## src/rtl/decode.sv

```systemverilog
// ---------------------------------------------------------------------------
// decode -- instruction decode stage of the 15-bit CPU.
//
// Splits the registered instruction word from fetch into registered fields
// and one-hot control strobes. It also tracks slot validity after reset and
// after taken jumps, latches the halt condition, and counts retired
// instructions.
//
// Ports:
//   CLK_DC     in   stage clock (same frequency/phase as CLK_FT)
//   RESET      in   synchronous, active-high reset
//   EN         in   advance enable; low holds every output
//   FLUSH      in   taken jump/branch, squash wrong-path slots
//   PROM_OUT   in   15-bit instruction word from fetch
//   VALID      out  decoded slot holds a real instruction
//   OP_CODE    out  instr[14:11]
//   REG_A      out  instr[10:8]
//   REG_B      out  instr[7:5]
//   IMM        out  instr[7:0]
//   ALU_EN, LD_IMM, CMP_EN, BR_EQ, JMP, MEM_RD, MEM_WR, WB_EN
//              out  one-hot control strobes (WB_EN overlaps)
//   HALTED     out  sticky, set once hlt has been decoded
//   INSTR_CNT  out  count of valid decoded instructions (wraps)
// ---------------------------------------------------------------------------
module decode #(
  parameter int CNT_W       = 16,
  parameter int FLUSH_DEPTH = 2
) (
  input  logic              CLK_DC,
  input  logic              RESET,
  input  logic              EN,
  input  logic              FLUSH,
  input  logic [14:0]       PROM_OUT,
  output logic              VALID,
  output logic [3:0]        OP_CODE,
  output logic [2:0]        REG_A,
  output logic [2:0]        REG_B,
  output logic [7:0]        IMM,
  output logic              ALU_EN,
  output logic              LD_IMM,
  output logic              CMP_EN,
  output logic              BR_EQ,
  output logic              JMP,
  output logic              MEM_RD,
  output logic              MEM_WR,
  output logic              WB_EN,
  output logic              HALTED,
  output logic [CNT_W-1:0]  INSTR_CNT
);

  typedef enum logic [1:0] {
    ST_PRIME = 2'b00,
    ST_RUN   = 2'b01,
    ST_HALT  = 2'b10
  } state_t;

  // Squash count loaded on FLUSH; with EN high the current slot is already
  // the first squashed one, hence the minus-one variant.
  localparam logic [1:0] FD_FULL_S = 2'(FLUSH_DEPTH);
  localparam logic [1:0] FD_M1_S   = 2'(FLUSH_DEPTH - 1);

  localparam logic [3:0] OP_HLT = 4'b1111;

  // Strobe vector order: {ALU_EN, LD_IMM, CMP_EN, BR_EQ, JMP, MEM_RD, MEM_WR, WB_EN}
  function automatic logic [7:0] strobes_f(input logic [3:0] op);
    logic [7:0] s;
    casez (op)
      4'b0???: s = 8'b1000_0001;  // mov/add/sub/and/or/sl/sr/sra
      4'b100?: s = 8'b0100_0001;  // ldl/ldh
      4'b1010: s = 8'b0010_0000;  // cmp
      4'b1011: s = 8'b0001_0000;  // je
      4'b1100: s = 8'b0000_1000;  // jmp
      4'b1101: s = 8'b0000_0101;  // ld
      4'b1110: s = 8'b0000_0010;  // st
      default: s = 8'b0000_0000;  // hlt drives no strobe
    endcase
    return s;
  endfunction

  state_t            state_r,  state_s;
  logic [1:0]        squash_r, squash_s;
  logic              valid_r,  valid_s;
  logic [3:0]        op_r,     op_s;
  logic [2:0]        rega_r,   rega_s;
  logic [2:0]        regb_r,   regb_s;
  logic [7:0]        imm_r,    imm_s;
  logic [7:0]        strb_r,   strb_s;
  logic              halted_r, halted_s;
  logic [CNT_W-1:0]  cnt_r,    cnt_s;

  // Next-state and next-output logic for the PRIME/RUN/HALT machine.
  always_comb begin
    state_s  = state_r;
    squash_s = squash_r;
    valid_s  = valid_r;
    op_s     = op_r;
    rega_s   = rega_r;
    regb_s   = regb_r;
    imm_s    = imm_r;
    strb_s   = strb_r;
    halted_s = halted_r;
    cnt_s    = cnt_r;

    case (state_r)
      ST_HALT: begin
        // Absorbing: only the slot validity and strobes drop after hlt.
        valid_s = 1'b0;
        strb_s  = 8'h00;
      end

      ST_PRIME, ST_RUN: begin
        if (FLUSH) begin
          // FLUSH wins over any hlt on PROM_OUT and reloads (not adds to)
          // the squash counter.
          if (EN) begin
            squash_s = FD_M1_S;
            valid_s  = 1'b0;
            strb_s   = 8'h00;
            state_s  = ST_RUN;
          end else begin
            squash_s = FD_FULL_S;
          end
        end else if (EN) begin
          if (state_r == ST_PRIME) begin
            // ROM output register has no reset: its first word is garbage.
            valid_s = 1'b0;
            strb_s  = 8'h00;
            state_s = ST_RUN;
          end else if (squash_r != 2'd0) begin
            valid_s  = 1'b0;
            strb_s   = 8'h00;
            squash_s = squash_r - 2'd1;
          end else begin
            valid_s = 1'b1;
            op_s    = PROM_OUT[14:11];
            rega_s  = PROM_OUT[10:8];
            regb_s  = PROM_OUT[7:5];
            imm_s   = PROM_OUT[7:0];
            strb_s  = strobes_f(PROM_OUT[14:11]);
            cnt_s   = cnt_r + {{(CNT_W-1){1'b0}}, 1'b1};
            if (PROM_OUT[14:11] == OP_HLT) begin
              halted_s = 1'b1;
              state_s  = ST_HALT;
            end else begin
              state_s  = ST_RUN;
            end
          end
        end else begin
          state_s = state_r;
        end
      end

      default: begin
        state_s = ST_PRIME;
        valid_s = 1'b0;
        strb_s  = 8'h00;
      end
    endcase
  end

  // State and output registers with synchronous reset.
  always_ff @(posedge CLK_DC) begin
    if (RESET) begin
      state_r  <= ST_PRIME;
      squash_r <= 2'd0;
      valid_r  <= 1'b0;
      op_r     <= 4'd0;
      rega_r   <= 3'd0;
      regb_r   <= 3'd0;
      imm_r    <= 8'd0;
      strb_r   <= 8'd0;
      halted_r <= 1'b0;
      cnt_r    <= {CNT_W{1'b0}};
    end else begin
      state_r  <= state_s;
      squash_r <= squash_s;
      valid_r  <= valid_s;
      op_r     <= op_s;
      rega_r   <= rega_s;
      regb_r   <= regb_s;
      imm_r    <= imm_s;
      strb_r   <= strb_s;
      halted_r <= halted_s;
      cnt_r    <= cnt_s;
    end
  end

  assign VALID     = valid_r;
  assign OP_CODE   = op_r;
  assign REG_A     = rega_r;
  assign REG_B     = regb_r;
  assign IMM       = imm_r;
  assign ALU_EN    = strb_r[7];
  assign LD_IMM    = strb_r[6];
  assign CMP_EN    = strb_r[5];
  assign BR_EQ     = strb_r[4];
  assign JMP       = strb_r[3];
  assign MEM_RD    = strb_r[2];
  assign MEM_WR    = strb_r[1];
  assign WB_EN     = strb_r[0];
  assign HALTED    = halted_r;
  assign INSTR_CNT = cnt_r;

endmodule
```

## config.mk

```make
export PLATFORM = sky130hd
export DESIGN_NAME = decode
export DESIGN_NICKNAME = d
export VERILOG_FILES = /design/src/rtl/decode.sv
export SDC_FILE = /design/constraint.sdc
export NUM_CORES = 1
export LEC_CHECK = 0
export BUFFER_PORTS_ARGS = -buffer_cell sky130_fd_sc_hd__buf_2
export CAP_MARGIN = 30
export CORE_ASPECT_RATIO = 1.5
export CORE_MARGIN = 2
export CORE_UTILIZATION = 30
export DETAILED_ROUTE_END_ITERATION = 10
export GPL_TIMING_DRIVEN = 1
export SYNTH_ARGS = -nofsm -noshare
export SYNTH_HDL_FRONTEND = slang
export SYNTH_SLANG_ARGS = --single-unit
```

## constraint.sdc

```tcl
create_clock -name CLK_DC -period 2.64 [get_ports CLK_DC]
set_input_delay 0.264 -clock CLK_DC [delete_from_list [all_inputs] [get_ports CLK_DC]]
set_output_delay 0.264 -clock CLK_DC [all_outputs]
set_load 0.005 [all_outputs]
```

# Yosys cells after proc, flatten, opt, wreduce, memory -nomap -nowiden
# Index checks and enable logic that the tools add are counted.
# totals
register_bits	48
inputBits	19
output_inout_bits	44
word_cells	63
# classes
add_sub_neg	2
eq_ne	12
muxes	23
bitwise_logic	6
reduce_logical	10
# op_table
op	count
8-bit one-hot mux with 7 select lines	1
8-bit 2-to-1 mux	5
4-bit == test, second input constant	6
2-bit 2-to-1 mux	11
16-bit by 1-bit adder with 16-bit output, second input constant	1
1-bit inverter	6
6-bit AND reduction	1
2-bit nonzero test	3
1-bit 2-to-1 mux	5
5-bit AND reduction	1
2-bit inequality test, second input constant	2
4-bit inequality test, second input constant	1
2-bit one-hot mux with 2 select lines	1
4-bit AND reduction	1
2-bit OR reduction	2
3-bit == test, second input constant	1
3-bit AND reduction	1
2-bit by 1-bit == test with 1-bit output, second input constant	1
2-bit == test, second input constant	1
2-bit logical NOT	1
2-bit by 1-bit subtractor with 2-bit output, second input constant	1

# Logic depth before layout (Yosys ltp)
# Gate-level depths: netlist of the first run.
# depth
ltp_word	7
ltp_mapped	7
depth_no_buf	6

# Worst setup path after synthesis of the first run
# No wires, ideal clock.
# synth_path
kind	register to register
from	register squash_r[0]
to	register cnt_r[14] (netlist: INSTR_CNT[14])
setup_time_ns	0.070
arrival_ns	1.478
t_required_ns	2.570
slack_ns	1.092
path_stages_with_launch	8
n_path_buf	1
synth_period_minus_slack_ns	1.548
path_cell_list	dfxtp_1 -> inv_1 -> ha_1 -> and3b_1 -> buf_2 -> nand2_2 -> or4_1 -> a21oi_1
# synth_via
elab_chain_cells	3
# synth_rtl
element	line_no	text
from (decl)	81	logic [1:0] squash_r, squash_s;
from (signal assigned)	176	squash_r <= squash_s;
2-bit nonzero test	129	end else if (squash_r != 2'd0) begin
1-bit inverter (no source line)	n/a	
5-bit AND reduction (no source line)	n/a	
to (signal assigned)	173	cnt_r <= {CNT_W{1'b0}};
to (signal assigned)	184	cnt_r <= cnt_s;
to (decl)	89	logic [CNT_W-1:0] cnt_r, cnt_s;
# No other way between the ends.
# A chain may end at the register's enable or synchronous reset.

# Final worst setup path of the first run
# Ends and elaborated chain as after synthesis.

==> results of run 1 <==
==> layout make-up <==
type / count / area share, %
clock buffers: 6 / 3.496
flip-flops and latches: 45 / 38.14
multi-input cells: 162 / 39.25
repair buffers: 63 / 13.45
clock inverters: 1 / 0.3178
well taps: 74 / 3.919
inverters: 9 / 1.430
==> how the worst max path moves through the flow <==
stage	cells past startpoint	end	start	slack [ns]
4_1_cts	6	strb_r[2]	squash_r[0]	0.91
3_5_place_dp	6	strb_r[2]	squash_r[0]	0.93
5_1_grt	6	OP_CODE[2]	squash_r[0]	0.72
6_report	6	INSTR_CNT[14]	squash_r[0]	0.92
2_1_floorplan	7	INSTR_CNT[14]	squash_r[0]	1.09
3_3_place_gp	5	INSTR_CNT[0]	EN	0.97
==> metal layers <==
metal / global-route usage, % / wire length [um] / share of wire [%] / up-vias
met3: 3.452 / 244 / 5.2 / 5
met2: 23.74 / 2447 / 53 / 45
met4: 4.977 / 57 / 1.2 / 0
met5: 0 / 0 / 0 / -
met1: 14.84 / 1904 / 41 / 827
li1: - / - / - / 898
==> report_power, final <==
| group | switching, mW | internal (mW) |
|---|---|---|
| Clock | 0.232 | 0.207 |
| Sequential | 0.00740 | 0.689 |
| Combinational | 0.0490 | 0.0346 |
==> worst max-delay path, stage by stage (launching register included) <==
cell	delay, ns
dfxtp_1	0.32
inv_1	0.07
ha_1	0.20
and3b_1	0.32
nand2_2	0.13
or4_1	0.48
a21oi_1	0.15
==> cells in the mapped netlist (2+ instances only) <==
master,number
dfxtp_1,45
nand2_1,37
a21oi_1,31
nor2_1,15
inv_1,9
o21ai_0,7
nand2b_1,6
nand3_1,6
xor2_1,6
buf_2,5
clkbuf_1,5
and2_1,4
o31ai_1,4
or4_1,4
buf_4,3
nand4_1,3
o22ai_1,3
or3_1,3
or3b_1,3
and3_1,2
and4b_1,2
buf_1,2
ha_1,2
nor3b_1,2
o2111ai_1,2
xnor2_1,2
==> flip-flops by register name, summed over array words and instances (netlist names) <==
name       count
VALID          1
squash_r       2
OP_CODE        4
REG_A          3
state_r        2
INSTR_CNT     16
REG_B          2
strb_r         8
HALTED         1
IMM            6
==> stage by stage <==
stage / hold slack (ns) / util (%)
after floorplan: 0.4000 / -
after global placement: 0.4395 / 36.80
after detailed placement: 0.4475 / 36.80
after CTS: 0.1848 / 38.26
after global routing: 0.1958 / 38.26
final: 0.1974 / 38.26
==> kinds of logic after synthesis <==
logic type                 synth area share [%]
DFF                                       46.54
xor gates and xnor gates                  3.620
adders and majority gates                 1.293
and+or+nand+nor                           27.73
buffers and inverters                     5.559
AOI/OAI and AO/OA                         15.26
==> flow_summary_export.csv, run 1 <==
group,metric,value,unit
sta,min_period_over_period,65.11,%
worst_setup_path,critPathRequiredTime,2.87,ns
sta,slew_headroom,53.81,%
cells_and_area,final_cell_area,0.002362,mm2
synth,synth_edf_count,0,
placed_design,io_buffers,62,
synth,synth.area.top_cells,"dfxtp_1 (47%), a21oi_1 (8.0%), nand2_1 (7.2%)",
worst_setup_path,worstSetupPathType,"reg -> reg",
clock_network,cts_resized,0,
worst_setup_path,crit_path_start_kind,"flip-flop",
synth,syn_area_per_cell,8.379,um2
worst_setup_path,r2r_cells,6,
placed_design,gp_congestion,0.7610,
floorplanning,boundaryPins,63,
floorplanning,initial_core_util,31.35,%
sta,setup_tns,0,ns
sta,rsz0062_at_grt,"no",
synth,ys_ff_latch,45,
global_route,grt_max_degree,25,
synth,ys.flop_type,"dfxtp_1",
worst_setup_path,worstPathArrival,1.95,ns
synth,synth_fp_nets,252,
synth,synthCells,231,
placed_design,dpl-instance-area,0.002272,mm2
sta,hold_viol,0,
floorplanning,core,0.006175,mm2
global_route,overflow,0,
routing,drt_iter0_markers,57,
clock_network,cts_tree,"done",
floorplanning,die_area,0.007124,mm2
clock_network,root_buffer,"clkbuf_8",
routing,drc,0,
routing,routed_wl,4654,um
sta,setup_slack,0.9212,ns
cells_and_area,syn2layout_area_growth,22.04,%
global_route,grt_util_all_layers,13.14,%
sta,worst_slew_pin_slew,0.6920,ns
cells_and_area,finalNetCount,307,
synth,yosysTopAreaCell,"dfxtp_1",
global_route,grt_pass1_wl,7645,um
clock_network,cts_sinks,45,
placed_design,dp_hpwl,3383,um
routing,postRouteAntennaNets,0,
worst_setup_path,rr_startpoint,"squash_r[0]",
clock_network,hold_buffers,0,
worst_setup_path,worstPathMaxFanout,7,
synth,seq_area_frac_synth,46.54,%
floorplanning,dieHeight,102.4,um
run_status,outcome,"completed",
sta,fmax,581.8,MHz
cells_and_area,multi_input_comb_area,927.1,um2
synth,synthDistinctLibCells,44,
worst_setup_path,r2r-end,"INSTR_CNT[14]",
power,ir_drop,0.0002801,V
hold_path,hold_start,"PROM_OUT[7]",
clock_network,h-tree-depth,2,
hold_path,hold_class,"in -> reg",
global_route,grt_pass1_vias,1661,
flow_run,drv_cap,0,
clock_network,clk_pin_slew,0.08,ns
clock_network,cts_setup_buffers,0,
sta,setup_violations,0,
sta,slew_viol_final,0,
power,pwr_density_cell,516.0,mW/mm2
cells_and_area,n_antenna_cell,0,
clock_network,clock_latency,0.29,ns
cells_and_area,register_area,900.9,um2
cells_and_area,final_cell_mix,"buf_2 (62), dfxtp_1 (45), nand2_1 (37), a21oi_1 (31), nor2_1 (15)",
routing,vias,1775,
placed_design,dp_cells,353,
synth,ys_async_sr_fraction,0,%
cells_and_area,final.fill_count,659,
cells_and_area,instances_no_fill,360,
floorplanning,die_w,69.59,um
sta,fin_crit,1.719,ns
routing,via_per_inst,4.931,
power,leakage,0.9897,nW
clock_network,numCtsBuffers,5,
power,power,1.219,mW
routing,first_pass_iters,4,
routing,wire_per_inst,12.93,um
hold_path,holdPathStages,3,
synth,syn_area,0.001936,mm2
cells_and_area,mostFrequentLayoutCell,"buf_2",
placed_design,preCtsSetupSlack,0.9257,ns
synth,yosysWarnings,0,
cells_and_area,drive_above_1_share,26.92,%
sta,fin_worst_skew,0.006560,ns
hold_path,min_to,"IMM[7]",
global_route,antenna_found_initial,0,
synth,synth_top_area_share,46.54,%
worst_setup_path,critPathCaptureType,"flip-flop",
clock_network,clk_path_buf_depth,2,
worst_setup_path,worst-r2r-setup-slack,0.92,ns
floorplanning,num_rows,35,
(Power assumes the default switching activity.)
==> run 2: changes to the inputs <==
--- a/config.mk
+++ b/config.mk
@@ -5,6 +5,7 @@
 export SDC_FILE = /design/constraint.sdc
 export NUM_CORES = 1
 export LEC_CHECK = 0
+export ABC_AREA = 1
 export BUFFER_PORTS_ARGS = -buffer_cell sky130_fd_sc_hd__buf_2
 export CAP_MARGIN = 30
 export CORE_ASPECT_RATIO = 1.5
==> constraint.sdc (replaced) <==
create_clock -name CLK_DC -period 1.7 [get_ports CLK_DC]
set_input_delay 0.17 -clock CLK_DC [delete_from_list [all_inputs] [get_ports CLK_DC]]
set_output_delay 0.17 -clock CLK_DC [all_outputs]
set_load 0.005 [all_outputs]
==> run 2 against run 1 <==
First-iteration DRC count is 110% higher. Worst hold slack worse by 0.081 ns. Global-route usage up 1.0 points. Count of clock-buffer cells in the layout rose by 1. Largest power group unchanged. Maximum frequency is 13% higher.
==> flow_summary_export.csv, run 2 <==
group,metric,value,unit
routing,postRouteAntennaNets,0,
worst_setup_path,critPathCaptureType,"flip-flop",
sta,fin_crit,1.515,ns
synth,syn_area_per_cell,7.164,um2
synth,yosysMostFrequentCell,"nand2_1",
cells_and_area,syn2layout_area_growth,23.14,%
synth,synth_top_area_share,45.40,%
cells_and_area,multi_input_comb_area,890.9,um2
cells_and_area,n_antenna_cell,0,
synth,yosysWarnings,0,
routing,wire_per_inst,11.94,um
power,leakage,1.090,nW
clock_network,cts_tree,"done",
sta,slew_headroom,67.10,%
cells_and_area,final.fill_count,702,
sta,worst_slew_pin_slew,0.4929,ns
synth,ys_top_cells_by_count,"nand2_1 (76), dfxtp_1 (45), a21oi_1 (40)",
worst_setup_path,worstPathArrival,1.74,ns
sta,min_period_over_period,89.13,%
routing,first_pass_iters,4,
routing,via_per_inst,4.718,
cells_and_area,drive_above_1_share,23.89,%
clock_network,cts_setup_buffers,0,
global_route,grt_pass1_vias,1812,
clock_network,clk_pin_slew,0.08,ns
sta,setup_slack,0.1847,ns
synth,ys_async_sr_fraction,0,%
worst_setup_path,crit_path_start_kind,"flip-flop",
sta,fmax,660.0,MHz
synth,synth.area.top_cells,"dfxtp_1 (45%), nand2_1 (14%), a21oi_1 (10%)",
cells_and_area,largest_reg_flops,16,
floorplanning,initial_core_util,30.81,%
floorplanning,core,0.006441,mm2
clock_network,cts_sinks,45,
sta,hold_viol,0,
floorplanning,num_rows,36,
cells_and_area,instances_no_fill,415,
sta,rsz0062_at_grt,"no",
synth,synthCells,277,
synth,synthDistinctLibCells,27,
placed_design,dp_cells,407,
routing,drt_iter0_markers,117,
power,p_comb_share,7.6,%
worst_setup_path,critPathRequiredTime,1.93,ns
floorplanning,boundaryPins,63,
global_route,grt_max_degree,26,
power,p_int,1.494,mW
power,power,1.952,mW
cells_and_area,mostFrequentLayoutCell,"nand2_1",
synth,seq_area_frac_synth,45.40,%
clock_network,h-tree-depth,2,
cells_and_area,final_cell_mix,"nand2_1 (76), buf_2 (62), dfxtp_1 (45), a21oi_1 (40), inv_1 (29)",
power,sw_frac_of_total,23.49,%
global_route,grt_pass1_wl,8355,um
flow_run,drv_cap,0,
cells_and_area,register_area,900.9,um2
synth,ys.flop_type,"dfxtp_1",
global_route,antenna_found_initial,0,
cells_and_area,finalNetCount,359,
cells_and_area,fin_util,37.94,%
power,switching_power,0.4586,mW
floorplanning,die_w,70.41,um
floorplanning,die_area,0.007295,mm2
synth,synth_fp_nets,298,
sta,setup_violations,0,
placed_design,gp_congestion,0.7898,
placed_design,dp_hpwl,3757,um
clock_network,root_buffer,"clkbuf_8",
power,power_frac_clock,36.9,%
routing,routed_wl,4954,um
sta,slew_viol_final,0,
global_route,grt_util_all_layers,14.14,%
clock_network,clk_path_buf_depth,2,
worst_setup_path,worstPathMaxFanout,8,
clock_network,numCtsBuffers,5,
synth,syn_area,0.001984,mm2
power,p_seq_share,55.4,%
routing,vias,1958,
floorplanning,dieHeight,103.6,um
power,ir_drop,0.0005401,V
sta,fin_worst_skew,0.002365,ns
hold_path,hold_class,"in -> reg",
worst_setup_path,worstSetupPathType,"reg -> reg",
power,pwr_density_cell,799.0,mW/mm2
sta,setup_tns,0,ns
synth,synth_edf_count,0,
synth,yosysTopAreaCell,"dfxtp_1",
placed_design,io_buffers,62,
routing,drc,0,
synth,ys_ff_latch,45,
clock_network,clock_latency,0.29,ns
placed_design,preCtsSetupSlack,0.1313,ns
global_route,overflow,0,
run_status,outcome,"completed",
[run 2: cell types whose count changed in the layout (fill, tap and decap cells not counted), sizes merged, moves of 6 or more]
cell	previous run	this run
nand2	39	77
a21oi	31	40
inv	9	31
xor2	6	0
nor2	16	30
nor3	1	7
nand2b	6	0
[run 2: critical path, stage by stage (launching register included)]
cell	delay (ns)
dfxtp_1	0.32
inv_1	0.07
ha_1	0.16
nand2_1	0.05
inv_1	0.11
nand4_4	0.17
buf_4	0.23
nor2_4	0.11
o21ai_0	0.08
a21oi_1	0.13
[run 2: final timing paths]
path,slack (ns),startpoint,to,depth (start not counted)
max,0.18,squash_r[0],INSTR_CNT[3],9
min reg2reg,0.46,IMM[4],IMM[4],2
max reg2reg,0.18,squash_r[0],INSTR_CNT[3],9
min,0.12,PROM_OUT[2],IMM[2],3
[run 2: area by class of cell]
type,count,area share (%)
sequential,45,36.87
multi-input combinational,189,36.46
timing repair buffer,65,13.62
inverter,32,5.018
clock buffer,7,3.943
tap,76,3.891
clock inverter,1,0.2048
[run 2: timing repair]
item                                    in CTS  in global routing
hold buffers                                 0                  0
endpoints found under the setup margin       0                  8
resized for setup                            0                  2
[run 2: kinds of logic after synthesis]
logic type	after synthesis	synth area share [%]
buffers and inverters	43	9.709
and+or+nand+nor	134	29.64
AOI/OAI and AO/OA	53	14.00
DFF	45	45.40
adders and majority gates	2	1.261
[run 2: power groups by stage]
stage	combinational (mW)	clock, mW	sequential, mW
CTS	0.151	0.746	1.08
global route	0.169	0.796	1.09
detailed placement	0.151	0	1.11
finish	0.149	0.721	1.08
global placement	0.149	0	1.11
floorplan	0.0892	0	1.11
[run 2: per-layer routing]
| layer | routed length, um | vias up | GRT usage (%) |
|---|---|---|---|
| met4 | 75 | 0 | 5.082 |
| met1 | 1998 | 877 | 15.92 |
| li1 | - | 1013 | - |
| met2 | 2501 | 60 | 24.06 |
| met3 | 378 | 8 | 5.253 |
| met5 | 0 | - | 0 |
[run 2: metrics by stage]
step                      hold WS [ns]  area (um2)
after CTS                       0.1085        2441
after global routing            0.1060        2444
after detailed placement        0.4278        2340
final                           0.1164        2444
after global placement          0.4264        2340
after floorplan                 0.3129        1984
==> run 3: changes to the inputs <==
==> constraint.sdc (replaced) <==
create_clock -name CLK_DC -period 1.68 [get_ports CLK_DC]
set_input_delay 0.168 -clock CLK_DC [delete_from_list [all_inputs] [get_ports CLK_DC]]
set_output_delay 0.168 -clock CLK_DC [all_outputs]
set_load 0.005 [all_outputs]
==> run 3 against run 2 <==
Clock power is 6.7% lower. Maximum frequency is 0.27% higher. Register-to-register slack worse by 0.02 ns. Sequential power hardly changed. Worst hold slack worse by 0.0021 ns. Flip-flop and latch count stayed put. Global-route usage is 0.16 points lower. Sequential share of layout area is 0.23 points higher. Worst setup slack worse by 0.016 ns. Non-clock buffer count stayed put. Die area stayed put. Critical path type unchanged.
==> flow_summary_export.csv, run 3 (synthesized netlist as in run 2, its figures left out) <==
group,metric,value,unit
run_status,outcome,"completed",
cells_and_area,final_cell_mix,"nand2_1 (76), buf_2 (62), dfxtp_1 (45), a21oi_1 (40), inv_1 (29)",
sta,setup_violations,0,
sta,worst_slew_pin_slew,0.4943,ns
global_route,grt_max_degree,26,
floorplanning,dieHeight,103.6,um
sta,rsz0062_at_grt,"no",
worst_setup_path,worstPathMaxFanout,8,
sta,slew_viol_final,0,
sta,setup_slack,0.1688,ns
floorplanning,die_area,0.007295,mm2
floorplanning,core,0.006441,mm2
clock_network,cts_setup_buffers,0,
floorplanning,die_w,70.41,um
placed_design,dp_hpwl,3798,um
clock_network,cts_sinks,45,
power,power,1.918,mW
clock_network,numCtsBuffers,5,
routing,drc,0,
routing,first_pass_iters,4,
routing,drt_iter0_markers,80,
global_route,overflow,0,
clock_network,clk_pin_slew,0.08,ns
cells_and_area,final.fill_count,695,
sta,slew_headroom,67.01,%
global_route,grt_pass1_vias,1808,
global_route,antenna_found_initial,0,
clock_network,root_buffer,"clkbuf_8",
sta,fmax,661.7,MHz
sta,min_period_over_period,89.95,%
power,leakage,1.080,nW
global_route,grt_pass1_wl,8335,um
clock_network,hold_buffers,0,
worst_setup_path,crit_path_start_kind,"flip-flop",
clock_network,clk_path_buf_depth,2,
floorplanning,num_rows,36,
worst_setup_path,worstPathArrival,1.74,ns
routing,vias,1901,
cells_and_area,mostFrequentLayoutCell,"nand2_1",
routing,wire_per_inst,11.94,um
routing,postRouteAntennaNets,0,
routing,via_per_inst,4.592,
clock_network,h-tree-depth,2,
worst_setup_path,critPathCaptureType,"flip-flop",
floorplanning,boundaryPins,63,
placed_design,gp_congestion,0.7884,
hold_path,hold_class,"in -> reg",
floorplanning,initial_core_util,30.81,%
power,pwr_density_cell,789.7,mW/mm2
cells_and_area,finalNetCount,359,
global_route,grt_util_all_layers,13.98,%
sta,fin_crit,1.511,ns
flow_run,drv_cap,0,
sta,setup_tns,0,ns
cells_and_area,syn2layout_area_growth,22.38,%
cells_and_area,n_antenna_cell,0,
sta,fin_worst_skew,0.005775,ns
worst_setup_path,critPathRequiredTime,1.91,ns
power,ir_drop,0.0003366,V
cells_and_area,largest_reg_flops,16,
worst_setup_path,worstSetupPathType,"reg -> reg",
placed_design,io_buffers,62,
cells_and_area,drive_above_1_share,23.37,%
clock_network,clock_latency,0.29,ns
placed_design,preCtsSetupSlack,0.07928,ns
clock_network,cts_tree,"done",
sta,hold_viol,0,
routing,routed_wl,4942,um
-- run 3: changes by cell type in the layout (fill, tap and decap cells not counted) --
cell,previous run,this run
clkbuf_8,7,6
clkbuf_1,0,1
clkinv_2,1,0
-- run 3: worst paths after layout --
| check | from | end | slack [ns] | cells past startpoint |
|---|---|---|---|---|
| worst max-delay path | squash_r[0] | INSTR_CNT[3] | 0.17 | 9 |
| worst min-delay path | PROM_OUT[5] | REG_B[0] | 0.11 | 3 |
| worst max register to register | squash_r[0] | INSTR_CNT[3] | 0.17 | 9 |
| worst min register to register | IMM[0] | IMM[0] | 0.46 | 2 |
-- run 3: area by class of cell --
class	instances	area (um2)	area share, %
Clock buffer	7	86.33	3.555
Timing Repair Buffer	65	332.8	13.70
Sequential cell	45	900.9	37.09
Inverter	32	122.6	5.049
Multi-Input combinational cell	189	890.9	36.68
Tap cell	76	95.09	3.916
-- run 3: report_power, final --
part / leakage (nW) / switching, mW / internal (mW)
Combinational: 0.671 / 0.0942 / 0.0550
Sequential: 0.364 / 0.0112 / 1.08
Clock: 0.0443 / 0.347 / 0.327
-- run 3: layer usage --
metal  up-vias  share of wire, %  track usage [%]
li1       1015                 -                -
met1       830                42            15.92
met2        49                50            24.93
met3         7               6.1            4.183
met4         0               1.3            3.709
met5         -                 0                0
-- run 3: worst max-delay path, stage by stage, from the launching register on --
cell	delay, ns
dfxtp_1	0.32
inv_1	0.07
ha_1	0.16
nand2_1	0.05
inv_1	0.11
nand4_4	0.18
buf_4	0.23
nor2_4	0.11
o21ai_0	0.08
a21oi_1	0.13
-- run 3: metrics by stage --
stage | std cells | util, % | hold WS [ns] | area [um2]
after global routing | 414 | 37.70 | 0.1144 | 2429
after global placement | 407 | 36.32 | 0.4245 | 2340
after detailed placement | 407 | 36.32 | 0.4295 | 2340
final | 414 | 37.70 | 0.1143 | 2429
after floorplan | 277 | - | 0.3109 | 1984
after CTS | 414 | 37.67 | 0.1131 | 2426
-- run 3: timing repair --
item | in CTS | in global routing
resized for setup | 0 | 2
endpoints found under the setup margin | 0 | 11
hold endpoints to repair | 0 | 0
